### config.mk
export PLATFORM = sky130hd
export DESIGN_NAME = rect_painter
export DESIGN_NICKNAME = d
export VERILOG_FILES = /design/src/rtl/rect_painter.sv
export SDC_FILE = /design/constraint.sdc
export NUM_CORES = 1
export LEC_CHECK = 0
export BUFFER_PORTS_ARGS = -buffer_cell sky130_fd_sc_hd__buf_2
export CAP_MARGIN = 10
export CORE_MARGIN = 2
export CORE_UTILIZATION = 55
export DETAILED_ROUTE_END_ITERATION = 12
export HOLD_SLACK_MARGIN = 0.1
export PLACE_DENSITY = 0.78
export SKIP_CTS_REPAIR_TIMING = 1
export SLEW_MARGIN = 5
export SYNTH_ARGS = -nofsm -noshare
export SYNTH_HDL_FRONTEND = slang
export SYNTH_SLANG_ARGS = --single-unit
### constraint.sdc
create_clock -name VGA_CLK -period 3.05 [get_ports VGA_CLK]
set_input_delay 0.4575 -clock VGA_CLK [delete_from_list [all_inputs] [get_ports VGA_CLK]]
set_output_delay 0.4575 -clock VGA_CLK [all_outputs]
set_load 0.02 [all_outputs]
### src/rtl/rect_painter.sv
// -----------------------------------------------------------------------------
// rect_painter
//
// Pixel-colour stage that sits directly after a VGA 640x480 sync generator.
// It draws one solid, bordered rectangle over a background colour. The
// rectangle bounces around the visible area and moves once per frame. Each
// move happens on the frame tick, which falls in vertical blanking, so the
// picture never tears.
//
// Ports
//   VGA_CLK    in   pixel clock (25 MHz)
//   RST_N      in   asynchronous reset, active HIGH despite its name
//   HS_in      in   horizontal sync from the generator, active-low
//   VS_in      in   vertical sync from the generator, active-low
//   X, Y       in   visible column/row (0 outside the visible area)
//   valid      in   1 = X/Y address a visible pixel
//   move_en    in   1 = rectangle moves on each frame tick, 0 = frozen
//   VGA_HS     out  HS_in delayed two cycles (aligned with RGB)
//   VGA_VS     out  VS_in delayed two cycles (aligned with RGB)
//   RGB        out  registered RRRGGGBB colour, 0 when not visible
//   frame_tick out  one-cycle pulse after a falling edge of VS_in
//
// The pixel path has a latency of two cycles. A pixel presented in cycle n
// leaves on RGB in cycle n+2, together with the HS/VS of cycle n.
// -----------------------------------------------------------------------------
module rect_painter #(
    parameter int         SCREEN_W     = 640,
    parameter int         SCREEN_H     = 480,
    parameter int         RECT_W       = 64,
    parameter int         RECT_H       = 48,
    parameter int         STEP         = 2,
    parameter int         BORDER       = 2,
    parameter logic [7:0] RECT_COLOR   = 8'hE0,
    parameter logic [7:0] BORDER_COLOR = 8'hFF,
    parameter logic [7:0] BG_COLOR     = 8'h03
) (
    input  logic       VGA_CLK,
    input  logic       RST_N,
    input  logic       HS_in,
    input  logic       VS_in,
    input  logic [9:0] X,
    input  logic [9:0] Y,
    input  logic       valid,
    input  logic       move_en,
    output logic       VGA_HS,
    output logic       VGA_VS,
    output logic [7:0] RGB,
    output logic       frame_tick
);

    typedef enum logic {
        DIR_FWD = 1'b0,   // right on X, down on Y
        DIR_REV = 1'b1    // left on X, up on Y
    } dir_t;

    logic       vs_prev_q, vs_prev_d;
    logic       frame_tick_q, frame_tick_d;
    logic       v1_q, v1_d;
    logic       in1_q, in1_d;
    logic       core1_q, core1_d;
    logic       hs1_q, hs1_d;
    logic       vs1_q, vs1_d;
    logic [7:0] rgb_q, rgb_d;
    logic       vga_hs_q, vga_hs_d;
    logic       vga_vs_q, vga_vs_d;

    // Per-axis hit tests: bit 0 = X axis, bit 1 = Y axis.
    logic [1:0] in_axis;
    logic [1:0] core_axis;

    logic move_tick;
    assign move_tick = frame_tick_q & move_en;

    // The two axes are identical apart from the coordinate, the rectangle
    // extent and the travel limit. Each axis carries its own position and
    // direction, so hitting a corner reverses both axes on the same tick.
    generate
        for (genvar gi = 0; gi < 2; gi++) begin : g_axis
            localparam int         LIM_I  = (gi == 0) ? (SCREEN_W - RECT_W) : (SCREEN_H - RECT_H);
            localparam int         SIZE_I = (gi == 0) ? RECT_W : RECT_H;
            localparam logic [10:0] LIM    = 11'(LIM_I);
            localparam logic [10:0] SIZE   = 11'(SIZE_I);
            localparam logic [10:0] STEP_W = 11'(STEP);
            localparam logic [10:0] BORD   = 11'(BORDER);

            logic [9:0]  pos_q, pos_d;
            dir_t        dir_q, dir_d;
            logic [10:0] pos_ext;
            logic [10:0] coord_ext;
            logic [10:0] step_sum;

            // All sums use 11 bits so that pos + extent cannot wrap.
            assign pos_ext   = {1'b0, pos_q};
            assign coord_ext = (gi == 0) ? {1'b0, X} : {1'b0, Y};
            assign step_sum  = pos_ext + STEP_W;

            always_comb begin
                pos_d = pos_q;
                dir_d = dir_q;
                if (move_tick) begin
                    if (dir_q == DIR_FWD) begin
                        // Clamp onto the far edge and bounce. The step never
                        // overshoots the visible area.
                        if (step_sum >= LIM) begin
                            pos_d = LIM[9:0];
                            dir_d = DIR_REV;
                        end else begin
                            pos_d = step_sum[9:0];
                        end
                    end else begin
                        if (pos_ext <= STEP_W) begin
                            pos_d = '0;
                            dir_d = DIR_FWD;
                        end else begin
                            pos_d = 10'(pos_ext - STEP_W);
                        end
                    end
                end
            end

            assign in_axis[gi]   = (coord_ext >= pos_ext) &&
                                   (coord_ext <  pos_ext + SIZE);
            // The interior is the rectangle shrunk by the border on both
            // sides. With BORDER = 0 it equals the rectangle, so no border
            // is drawn.
            assign core_axis[gi] = (coord_ext >= pos_ext + BORD) &&
                                   (coord_ext <  pos_ext + SIZE - BORD);

            always_ff @(posedge VGA_CLK or posedge RST_N) begin
                if (RST_N) begin
                    pos_q <= '0;
                    dir_q <= DIR_FWD;
                end else begin
                    pos_q <= pos_d;
                    dir_q <= dir_d;
                end
            end
        end
    endgenerate

    always_comb begin
        // Frame tick: falling edge of VS_in, registered.
        vs_prev_d    = VS_in;
        frame_tick_d = vs_prev_q & ~VS_in;

        // Stage 1: classify the pixel and carry the syncs along.
        v1_d    = valid;
        in1_d   = &in_axis;
        core1_d = &core_axis;
        hs1_d   = HS_in;
        vs1_d   = VS_in;

        // Stage 2: choose the colour.
        if (!v1_q) begin
            rgb_d = 8'h00;
        end else if (in1_q && !core1_q) begin
            rgb_d = BORDER_COLOR;
        end else if (in1_q) begin
            rgb_d = RECT_COLOR;
        end else begin
            rgb_d = BG_COLOR;
        end
        vga_hs_d = hs1_q;
        vga_vs_d = vs1_q;
    end

    // Sync stages reset to the inactive level (1). Everything else resets to 0.
    always_ff @(posedge VGA_CLK or posedge RST_N) begin
        if (RST_N) begin
            vs_prev_q    <= 1'b1;
            frame_tick_q <= 1'b0;
            v1_q         <= 1'b0;
            in1_q        <= 1'b0;
            core1_q      <= 1'b0;
            hs1_q        <= 1'b1;
            vs1_q        <= 1'b1;
            rgb_q        <= 8'h00;
            vga_hs_q     <= 1'b1;
            vga_vs_q     <= 1'b1;
        end else begin
            vs_prev_q    <= vs_prev_d;
            frame_tick_q <= frame_tick_d;
            v1_q         <= v1_d;
            in1_q        <= in1_d;
            core1_q      <= core1_d;
            hs1_q        <= hs1_d;
            vs1_q        <= vs1_d;
            rgb_q        <= rgb_d;
            vga_hs_q     <= vga_hs_d;
            vga_vs_q     <= vga_vs_d;
        end
    end

    assign RGB        = rgb_q;
    assign VGA_HS     = vga_hs_q;
    assign VGA_VS     = vga_vs_q;
    assign frame_tick = frame_tick_q;

endmodule
# Word level (Yosys, flattened, before mapping)
# Cells that the tools add are included.
# op_classes
add_sub_neg,8
magnitude_cmp,12
muxes,15
bitwise_logic,3
n_reduce_logical,8
# ops
operator,count
two-way mux 10 bit,6
< comparator 10 x 11 -> 1 bit,4
two-way mux 8 bit,3
adder 10 x 2 -> 11 bit (second input constant),2
>= comparator 10 x 11 -> 1 bit,2
subtractor 11 x 2 -> 11 bit (second input constant),2
>= comparator 10 bit,2
<= comparator 10 x 2 -> 1 bit (second input constant),2
subtractor 10 x 2 -> 10 bit (second input constant),2
adder 10 x 6 -> 11 bit (second input constant),1
adder 10 x 7 -> 11 bit (second input constant),1
>= comparator 11 x 10 -> 1 bit (second input constant),1
>= comparator 11 x 9 -> 1 bit (second input constant),1
two-way mux 1 bit,6
logical AND 1 bit,5
AND reduction 2 bit,2
bitwise AND 1 bit,2
zero test 1 bit,1
inverter 1 bit,1
# totals
reg_bits,38
output_inout_bits,11

# Longest topological paths before layout
# Gate-level depths: netlist of run 1.
# logic_depth
ltp_word,5
ltp_mapped,15
depth_no_buf,13

# Least setup slack after synthesis of run 1
# Ideal clock, no wire load.
# synth_timing
path_type,register to register
startpoint,reg g_axis[1].pos_q[4]
endpoint,reg core1_q
setup_ns,0.105
arrival_time_ns,2.895
t_required_ns,2.945
slack_ns,0.050
path_stages_with_launch,15
n_path_buf,2
synth_period_minus_slack_ns,3.000
path_cell_list,dfrtp_1 -> buf_2 -> inv_2 -> ha_1 -> buf_2 -> or2_2 -> xnor2_1 -> xor2_1 -> ha_1 -> a22o_1 -> nor4_1 -> o21ai_0 -> a31oi_1 -> nor2_1 -> nor4b_1
# synth_between
elab_chain_cells,5
elab_cells_between_ends,7
# synth_rtl
item,line_no,text
start: declaration,86,"logic [9:0] pos_q, pos_d;"
start signal: assignment,134,pos_q <= pos_d;
adder 10 x 6 -> 11 bit,127,(coord_ext < pos_ext + SIZE - BORD);
subtractor 11 x 2 -> 11 bit,127,
< comparator 10 x 11 -> 1 bit,127,
logical AND 1 bit *,126,assign core_axis[gi] = (coord_ext >= pos_ext + BORD) &&
AND reduction 2 bit *,149,core1_d = &core_axis;
net core1_d,60,"logic core1_q, core1_d;"
end signal: assignment,185,core1_q <= core1_d;
end: declaration,60,
# Mark *: on every way through the listed nets, which the timed path passes. The rest lies on a longest branch.
# A chain may end at the register's enable or synchronous reset.

# Worst setup path after layout of run 1
# layout_timing
startpoint,reg g_axis[1].pos_q[2]
endpoint,reg core1_q
# Same word-level chain as after synthesis.

==> results of run 1 <==
power by group:
part           switching, mW  leakage (nW)  internal, mW
Combinational           1.31          1.52          1.07
Clock                  0.153        0.0612         0.264
Sequential             0.211         0.363         0.524
Total                   1.67          1.95          1.86
metal layers:
| layer | routed length, um | share of wire (%) | vias up |
|---|---|---|---|
| met1 | 3935 | 43 | 1637 |
| met3 | 345 | 3.8 | 15 |
| li1 | - | - | 1743 |
| met5 | 0 | 0 | - |
| met4 | 149 | 1.6 | 0 |
| met2 | 4637 | 51 | 96 |
metrics by stage:
| stage | setup slack (ns) | area [sq um] | hold slack, ns |
|---|---|---|---|
| 2_1_floorplan | 0.05009 | 3797 | 0.3452 |
| 3_3_place_gp | 0.1745 | 4103 | 0.3464 |
| 3_5_place_dp | 0.1434 | 4103 | 0.3468 |
| 4_1_cts | 0.1259 | 4220 | 0.2643 |
| 5_1_grt | 0.02087 | 4239 | 0.2625 |
| 6_report | 0.2069 | 4239 | 0.2524 |
worst paths after layout:
kind	start	to	slack [ns]	depth (start not counted)
setup / recovery	g_axis[1].pos_q[2]$_DFFE_PP0P_	core1_q$_DFF_PP0_	0.21	13
hold / removal	RST_N	g_axis[0].pos_q[1]$_DFFE_PP0P_	0.25	3
setup reg to reg	g_axis[1].pos_q[2]$_DFFE_PP0P_	core1_q$_DFF_PP0_	0.21	13
hold reg to reg	hs1_q$_DFF_PP1_	VGA_HS$_DFF_PP1_	0.36	0
max in group asynchronous	RST_N	VGA_VS$_DFF_PP1_	2.47	3
min in group VGA_CLK	HS_in	hs1_q$_DFF_PP1_	0.28	1
worst min-delay path: stages:
cell and delay [ns]:
buf_2 0.09, inv_1 0.04, buf_4 0.35
cell usage in the layout (no fill, tap or decap), types with 8 or more instances in the layout:
master,count
a31oi_1,8
nor3_1,8
buf_2,34
o21ai_0,26
inv_1,26
dfrtp_1,26
nand2_1,30
xnor2_1,28
nand3_1,16
nor2_1,24
buf_4,20
a21oi_1,28
ha_1,73
final cells by class:
cell class | count | area, sq um | share of cell area [%]
Multi-Input combinational cell | 368 | 2814 | 66.38
Sequential cell | 31 | 782.0 | 18.45
Timing Repair Buffer | 54 | 320.3 | 7.556
Inverter | 28 | 105.1 | 2.479
Tap cell | 80 | 100.1 | 2.361
Clock buffer | 6 | 82.58 | 1.948
Clock inverter | 2 | 35.03 | 0.8264
logic make-up (layout without fill, tap and decap cells):
group | Yosys count | in the layout | synth area share, %
and+or+nand+nor | 130 | 130 | 18.19
DFF | 31 | 31 | 20.56
muxes | 3 | 3 | 0.8566
xor gates and xnor gates | 33 | 33 | 7.611
adders and majority gates | 74 | 74 | 24.38
buffers and inverters | 51 | 90 | 5.799
AOI/OAI and AO/OA | 128 | 128 | 22.60
==> summary.txt, run 1 <==
Die
  – Core Footprint: about 6700 sq um
  – Die Area: 7585 sq um
  – Initial Util: a little under three fifths
  – Die Ht: ~87 um
  – Die W: 87.09 um
  – # IOs: 37
  – Core Rows: 30

Power and ir drop
  – Leak Pwr: just under 2 nW
  – Peak VDD IR: 464.6 uV
  – Total Power: between 3 and 4 mW
  – Power Density: 832.6 nW/um^2

Detailed routing
  – Vias per inst: 6.135
  – DRT iter0 DRCs: 162
  – Via Count: roughly 3500
  – Final wirelength: 9.068 mm
  – Number of iterations in the first detailed-routing pass: 4
  – Post-route ant nets: 0
  – DRC: 0
  – Routed length per placed instance: 15.94 um

Global routing
  – First-pass GRT wire length: 14.95 mm
  – Initial antenna violation count: 0
  – Met3 usage: 2.749%
  – Met1 Usage GRT: 29.57%
  – Met2 Use GR: a little under half
  – Vias in the first global route: 3261
  – Grt total ovfl: 0
  – Largest net degree at the start of global routing: 32
  – Gr busiest metal: met2
  – GRT Util Overall: 24.31%

Placement
  – RD Place Congestion: around 0.94
  – IO Port Bufs: 34
  – HPWL Detailed: 7.257 mm
  – Placed Cells: 561

Logic synthesis
  – Ranking of synthesized cells by instance count: ha_1 (74), nand2_1 (30), xnor2_1 (29)
  – Syn_area_per_cell: approximately 8.4 sq um
  – Synth Instances: 450
  – Yosys reg bits: 31
  – YS warnings: 0
  – Synth area leaders: ha_1 (24%), dfrtp_1 (18%), xnor2_1 (6.7%)
  – Post-synthesis sequential area ratio: around a fifth
  – Top-count cell post-synth: ha_1
  – Post-synth top area cell: ha_1
  – EDFF count, synth: 0
  – Net Count, Synth: 550
  – Yosys top cell area share: around 24%
  – Synth async-reset ratio: 100.0%
  – Post-synth cell types: 65
  – Mapped Area: 3797 sq um
  – Most used DFF post-synth: dfrtp_1

Finish
  – Max FFs per register: 18
  – Antenna Cells: 0
  – NumNets Final: 588
  – Final Non-Filler Cells: 569
  – Final core occ: between 60% and 70%
  – Most flops, register: g_axis.pos_q
  – Fill cells: 609
  – Area delta synth->final: 11.63%
  – Layout cell share with drive strength beyond 1: 17.38%

Timing
  – Max Clk Rate: 0.3517 GHz
  – RSZ-0062 raised after global routing: false
  – Worst Skew: 0.008419 ns
  – Headroom to the max-slew limit: between 30% and 40%
  – Fin Setup TNS: 0 ns
  – Final Hold Vio Count: 0
  – Max-slew violation count: 0
  – Min Tclk post-route: approximately 2.8 ns
  – Final setup vio count: 0
  – Worst Tran Pin Value: just under 1 ns
  – Final worst path period share: between 90 and 100%

Clocking
  – Longest Clk Path Bufs: 2
  – Num CTS Buffers: 5
  – Clock Latency Late Sink: 0.28 ns
  – Clock root buffer: clkbuf_8
  – Clock transition at the registers of the reported paths: around 0.070 ns
  – Htree depth: 2
  – Clock sinks: 31
  – CTS tree: done

Critical path
  – Top Family by Delay on Critical Path: simple AND/OR/NAND/NOR gates
  – CP Launch Type: flop
  – Nature of the critical path endpoint: flop
  – Crit-path slowest cell: dfrtp_2
  – Worst Path Arrival: 3.01 ns
  – Worst path cell trace: inv_1 > ha_1 > nor2b_2 > nand2_1 > nor2_1 > xor2_1 > ha_1 > a22o_1 > nor4_1 > o21ai_1 > a31oi_1 > nor2_1 > nor4b_1
  – Crit path max fanout: 7
  – WP buf/inv: 1
  – Slowest cell delay on critical path: 0.47 ns
  – Crit Path Category: reg -> reg
  – WP data required: 3.22 ns

Job
  – Max-cap violation count: 0

Hold path
  – Hold WC Path Type: in -> async

Status
  – Outcome: finished, final reports clean
Power figures use the tool's default switching activity.
==> run 2, diff against run 1 <==
--- a/config.mk
+++ b/config.mk
@@ -5,13 +5,13 @@
 export SDC_FILE = /design/constraint.sdc
 export NUM_CORES = 1
 export LEC_CHECK = 0
-export BUFFER_PORTS_ARGS = -buffer_cell sky130_fd_sc_hd__buf_2
 export CAP_MARGIN = 10
 export CORE_MARGIN = 2
 export CORE_UTILIZATION = 55
 export DETAILED_ROUTE_END_ITERATION = 12
+export DONT_BUFFER_PORTS = 1
 export HOLD_SLACK_MARGIN = 0.1
-export PLACE_DENSITY = 0.78
+export PLACE_DENSITY = 0.73
 export SKIP_CTS_REPAIR_TIMING = 1
 export SLEW_MARGIN = 5
 export SYNTH_ARGS = -nofsm -noshare
==> summary.txt, run 2 (synthesis results as in run 1) <==
Die
  – Core Footprint: 6719 sq um
  – Initial Util: 56.52%
  – # IOs: 37
  – Die Area: 7585 sq um
  – Core Rows: 30
  – Die W: 87.09 um
  – Die Ht: between 80 and 90 um

Placement
  – Placed Cells: approximately 530
  – HPWL Detailed: 7.186 mm
  – RD Place Congestion: 0.8926
  – IO Port Bufs: 0
  – Dpl ws: 0.06264 ns
  – Placed instance area: 3933 sq um

Clocking
  – Clock Latency Late Sink: 0.28 ns
  – Clock transition at the registers of the reported paths: approximately 0.070 ns
  – Htree depth: 2
  – Clock root buffer: clkbuf_8
  – CTS tree: done
  – Longest Clk Path Bufs: 2
  – Clock sinks: 31
  – Num CTS Buffers: 5

Finish
  – Multi-input logic area: 2834 sq um
  – Fill cells: 591
  – Final core occ: around three fifths
  – Area delta synth->final: 7.875%
  – Layout cell share with drive strength beyond 1: ~12%
  – Max FFs per register: 18
  – Final Non-Filler Cells: 536
  – Seq. cell area: 782.0 sq um
  – Antenna Cells: 0
  – Most flops, register: g_axis.pos_q
  – Commonest non-fill, non-tap cell in the layout: ha_1
  – Final Cell Area: 4096 sq um
  – NumNets Final: 555
  – Most frequent cells in the layout: ha_1 (74), nand2_1 (30), a21oi_1 (28), xnor2_1 (27), o21ai_0 (27)

Hold path
  – Hold WC Path Type: in -> async

Critical path
  – Crit path max fanout: 9
  – Reg-to-reg critical path startpoint: g_axis[0].pos_q[2]$_DFFE_PP0P_
  – Critical Path Most Common Cell: ha_1
  – WP data required: 3.21 ns
  – Crit-path slowest cell: dfrtp_1
  – CP Launch Type: flop
  – Crit Path Category: reg -> reg
  – Worst Path Arrival: 3.09 ns
  – Top Family by Delay on Critical Path: simple AND/OR/NAND/NOR gates
  – Slowest cell delay on critical path: approximately 0.54 ns
  – Nature of the critical path endpoint: flop
  – WP buf/inv: 0
  – Worst setup startpoint: g_axis[0].pos_q[2]$_DFFE_PP0P_
  – Worst path cell trace: ha_1 > nand3_1 > or3_1 > and2_1 > ha_1 > a2111o_1 > a31oi_1 > nor4b_1

Timing
  – Min Tclk post-route: 2.925 ns
  – Final setup vio count: 0
  – Worst Tran Pin Value: 0.9987 ns
  – Worst Skew: 0.009859 ns
  – Max-slew violation count: 0
  – Final worst path period share: roughly 96%
  – Headroom to the max-slew limit: 33.26%
  – Max Clk Rate: about 0.34 GHz
  – Setup ws final: 0.1255 ns
  – Final Hold Vio Count: 0

Status
  – Outcome: finished, final reports clean

Power and ir drop
  – Reg power frac: 21.5%
  – Leak Pwr: roughly 1.8 nW
  – Switching pwr: 1.669 mW
  – Power Density: 859.0 nW/um^2
  – Comb power frac: 66.4%
  – Peak VDD IR: 469.7 uV
  – Internal power: about 1.8 mW
  – Switching share of power: about 47%
  – Clock power share: 12.0%

Detailed routing
  – DRC: 0
  – Via Count: 3339
  – DRT iter0 DRCs: 137
  – Final wirelength: 9.071 mm
  – Routed length per placed instance: 16.92 um
  – Post-route ant nets: 0
  – Vias per inst: 6.229
  – Number of iterations in the first detailed-routing pass: 4

Global routing
  – Initial antenna violation count: 0
  – Largest net degree at the start of global routing: 32
  – First-pass GRT wire length: 14.92 mm
  – Vias in the first global route: 3208
  – GRT Util Overall: about a quarter
  – Grt total ovfl: 0

Job
  – Max-cap violation count: 0
## run 2: cell count changes in the layout (fill, tap and decap cells not counted), sizes merged
cell  before  now
buf       54   21
## run 2: path summary, 6_finish.rpt
kind	endpoint	slack [ns]	cells after the start
max	core1_q$_DFF_PP0_	0.13	8
min	v1_q$_DFF_PP0_	0.15	2
max reg2reg	core1_q$_DFF_PP0_	0.13	8
min reg2reg	VGA_HS$_DFF_PP1_	0.36	0
max in group asynchronous	VGA_VS$_DFF_PP1_	2.57	2
min in group VGA_CLK	vga_vs_d$_DFF_PP1_	0.17	0
## run 2: through the flow
| step | hold slack, ns | total power [mW] | TNS (ns) |
|---|---|---|---|
| 2_1_floorplan | 0.3452 | 2.403 | 0 |
| 3_5_place_dp | 0.3472 | 3.022 | 0 |
| 4_1_cts | 0.1577 | 3.459 | 0 |
| 6_report | 0.1497 | 3.519 | 0 |
| 3_3_place_gp | 0.3488 | 2.934 | 0 |
| 5_1_grt | 0.1529 | 3.880 | -0.1100 |
## run 2: final cells by class
cell class                      count  share of cell area (%)
Sequential cell                    31                   19.09
Clock buffer                        6                   2.016
Clock inverter                      2                  0.8552
Tap cell                           80                   2.443
Timing Repair Buffer               21                   3.848
Multi-Input combinational cell    368                   69.18
Inverter                           28                   2.566
## run 2: power by group through the flow
stage                     clock network (mW)  registers (mW)  logic (mW)
after CTS                              0.431           0.746        2.28
final                                  0.423           0.758        2.34
after floorplan                            0           0.635        1.77
after global routing                   0.450           0.782        2.65
after detailed placement                   0           0.754        2.27
after global placement                     0           0.748        2.19
## run 2: metal layers
metal  share of wire, %  up-vias  global-route usage (%)
li1                   -     1676                       -
met1                 44     1581                   30.69
met2                 52       72                   44.07
met3                3.0       10                   3.223
met4                1.1        0                   5.175
met5                  0        -                       0
## run 2: worst reg2reg max path: stages (launching register included)
cell and delay [ns]:
dfrtp_1 0.54, ha_1 0.31, nand3_1 0.27, or3_1 0.45
and2_1 0.21, ha_1 0.30, a2111o_1 0.43, a31oi_1 0.21
nor4b_1 0.09
==> run 3, diff against run 2 <==
--- a/config.mk
+++ b/config.mk
@@ -6,12 +6,12 @@
 export NUM_CORES = 1
 export LEC_CHECK = 0
 export CAP_MARGIN = 10
-export CORE_MARGIN = 2
-export CORE_UTILIZATION = 55
+export CORE_MARGIN = 5
+export CORE_UTILIZATION = 59
 export DETAILED_ROUTE_END_ITERATION = 12
 export DONT_BUFFER_PORTS = 1
 export HOLD_SLACK_MARGIN = 0.1
-export PLACE_DENSITY = 0.73
+export PLACE_DENSITY = 0.78
 export SKIP_CTS_REPAIR_TIMING = 1
 export SLEW_MARGIN = 5
 export SYNTH_ARGS = -nofsm -noshare
==> summary.txt, run 3 (synthesis results as in run 1) <==
Detailed routing
  – Final wirelength: 8.891 mm
  – Via Count: 3349
  – DRC: 0
  – Vias per inst: 6.307
  – DRT iter0 DRCs: 147
  – Number of iterations in the first detailed-routing pass: 4
  – Post-route ant nets: 0
  – Routed length per placed instance: 16.74 um

Die
  – Core Footprint: approximately 6300 sq um
  – Die W: 90.23 um
  – Core Rows: 29
  – Die Ht: 90.23 um
  – # IOs: 37
  – Die Area: 8141 sq um
  – Initial Util: approximately three fifths

Finish
  – Most frequent cells in the layout: ha_1 (73), nand2_1 (30), a21oi_1 (28), xnor2_1 (27)
  – Layout cell share with drive strength beyond 1: 11.89%
  – NumNets Final: 553
  – Final Non-Filler Cells: ~530
  – Fill cells: 560
  – Commonest non-fill, non-tap cell in the layout: ha_1
  – Max FFs per register: 18
  – Multi-input logic area: 2849 sq um
  – Area delta synth->final: 7.776%
  – Most flops, register: g_axis.pos_q
  – Seq. cell area: 782.0 sq um
  – Antenna Cells: 0

Power and ir drop
  – Reg power frac: about 22%
  – Internal power: approximately 1.8 mW
  – Leak Pwr: ~1.8 nW
  – Peak VDD IR: 592.0 uV
  – Total Power: 3.484 mW
  – Switching pwr: between 1.5 and 2 mW
  – Switching share of power: a little under half
  – Comb power frac: between 60% and 70%
  – Clock power share: 11.9%
  – Power Density: 851.2 nW/um^2

Timing
  – Min Tclk post-route: 2.842 ns
  – Final setup vio count: 0
  – Max-slew violation count: 0
  – Worst Tran Pin Value: 0.9663 ns
  – Final Hold Vio Count: 0
  – RSZ-0062 raised after global routing: false
  – Final worst path period share: between 90 and 100%
  – Max Clk Rate: 0.3519 GHz
  – Worst Skew: 0.01049 ns
  – Headroom to the max-slew limit: between 30% and 40%
  – Fin Setup TNS: 0 ns

Critical path
  – WP buf/inv: 1
  – CP Launch Type: flop
  – WP data required: between 3 and 4 ns
  – Worst Path Arrival: 3.03 ns
  – FF-to-FF setup slack: 0.21 ns
  – Slowest cell delay on critical path: around 0.36 ns
  – Nature of the critical path endpoint: flop
  – Worst path cell trace: inv_2 > ha_2 > or2_2 > xnor2_2 > xor2_1 > ha_1 > a22o_1 > nor4_1 > o21ai_0 > a31oi_1 > nor2_1 > nor4b_2
  – Top Family by Delay on Critical Path: simple AND/OR/NAND/NOR gates
  – Crit path max fanout: 5
  – Reg-to-reg critical path startpoint: g_axis[1].pos_q[4]$_DFFE_PP0P_
  – Worst reg2reg path endpoint: core1_q$_DFF_PP0_
  – Crit Path Category: reg -> reg
  – Reg2Reg Depth: 12
  – Crit-path slowest cell: dfrtp_1

Global routing
  – Met2 Use GR: 40.73%
  – GRT Util Overall: 21.69%
  – First-pass GRT wire length: ~15 mm
  – Grt total ovfl: 0
  – Gr busiest metal: met2
  – Largest net degree at the start of global routing: 32
  – Initial antenna violation count: 0
  – Met3 usage: 3.422%
  – Met1 Usage GRT: about a quarter
  – Vias in the first global route: 3333

Clocking
  – Clock transition at the registers of the reported paths: 0.07 ns
  – Longest Clk Path Bufs: 2
  – Clock sinks: 31
  – Htree depth: 2
  – Clock root buffer: clkbuf_8
  – Num CTS Buffers: 5
  – Clock Latency Late Sink: around 0.28 ns
  – CTS tree: done

Placement
  – IO Port Bufs: 0
  – Placed Cells: 523
  – HPWL Detailed: 7.213 mm
  – RD Place Congestion: 0.8982

Job
  – Max-cap violation count: 0

Hold path
  – Hold WC Path Type: in -> async

Status
  – Outcome: finished, final reports clean
==> run 3: area by class of cell <==
cell class,count,share of cell area (%)
Sequential cell,31,19.11
Clock inverter,2,0.8560
Tap cell,77,2.354
Timing Repair Buffer,19,3.485
Multi-Input combinational cell,368,69.61
Inverter,28,2.568
Clock buffer,6,2.018
==> run 3: power by group through the flow <==
stage	clock network, mW	registers, mW	logic [mW]
6_report	0.416	0.760	2.31
5_1_grt	0.439	0.780	2.64
4_1_cts	0.423	0.741	2.28
3_5_place_dp	0	0.748	2.26
3_3_place_gp	0	0.739	2.18
2_1_floorplan	0	0.635	1.77
==> run 3: worst max path at each step <==
stage | startpoint | end | slack [ns] | depth (start not counted)
after detailed placement | g_axis[1].pos_q[5]$_DFFE_PP0P_ | core1_q$_DFF_PP0_ | 0.05 | 13
after CTS | g_axis[1].pos_q[5]$_DFFE_PP0P_ | core1_q$_DFF_PP0_ | 0.03 | 13
after global placement | g_axis[1].pos_q[4]$_DFFE_PP0P_ | core1_q$_DFF_PP0_ | 0.18 | 13
final | g_axis[1].pos_q[4]$_DFFE_PP0P_ | core1_q$_DFF_PP0_ | 0.21 | 12
after global routing | g_axis[1].pos_q[5]$_DFFE_PP0P_ | core1_q$_DFF_PP0_ | 0.01 | 12
after floorplan | g_axis[1].pos_q[4]$_DFFE_PP0P_ | core1_q$_DFF_PP0_ | 0.05 | 14
==> run 3: layer usage <==
metal	vias to the layer above	share of wire [%]
met1	1586	42
met2	83	52
li1	1670	-
met4	0	1.6
met3	10	4.0
met5	-	0
==> run 3: stage by stage <==
step | setup slack (ns) | cell area (sq um) | utilization (%) | hold slack [ns]
after floorplan | 0.05009 | 3797 | - | 0.3452
after global placement | 0.1823 | 3921 | 62.11 | 0.3482
after detailed placement | 0.05073 | 3921 | 62.11 | 0.3481
after CTS | 0.03437 | 4039 | 63.97 | 0.1624
after global routing | 0.01074 | 4093 | 64.82 | 0.1655
final | 0.2079 | 4093 | 64.82 | 0.1494
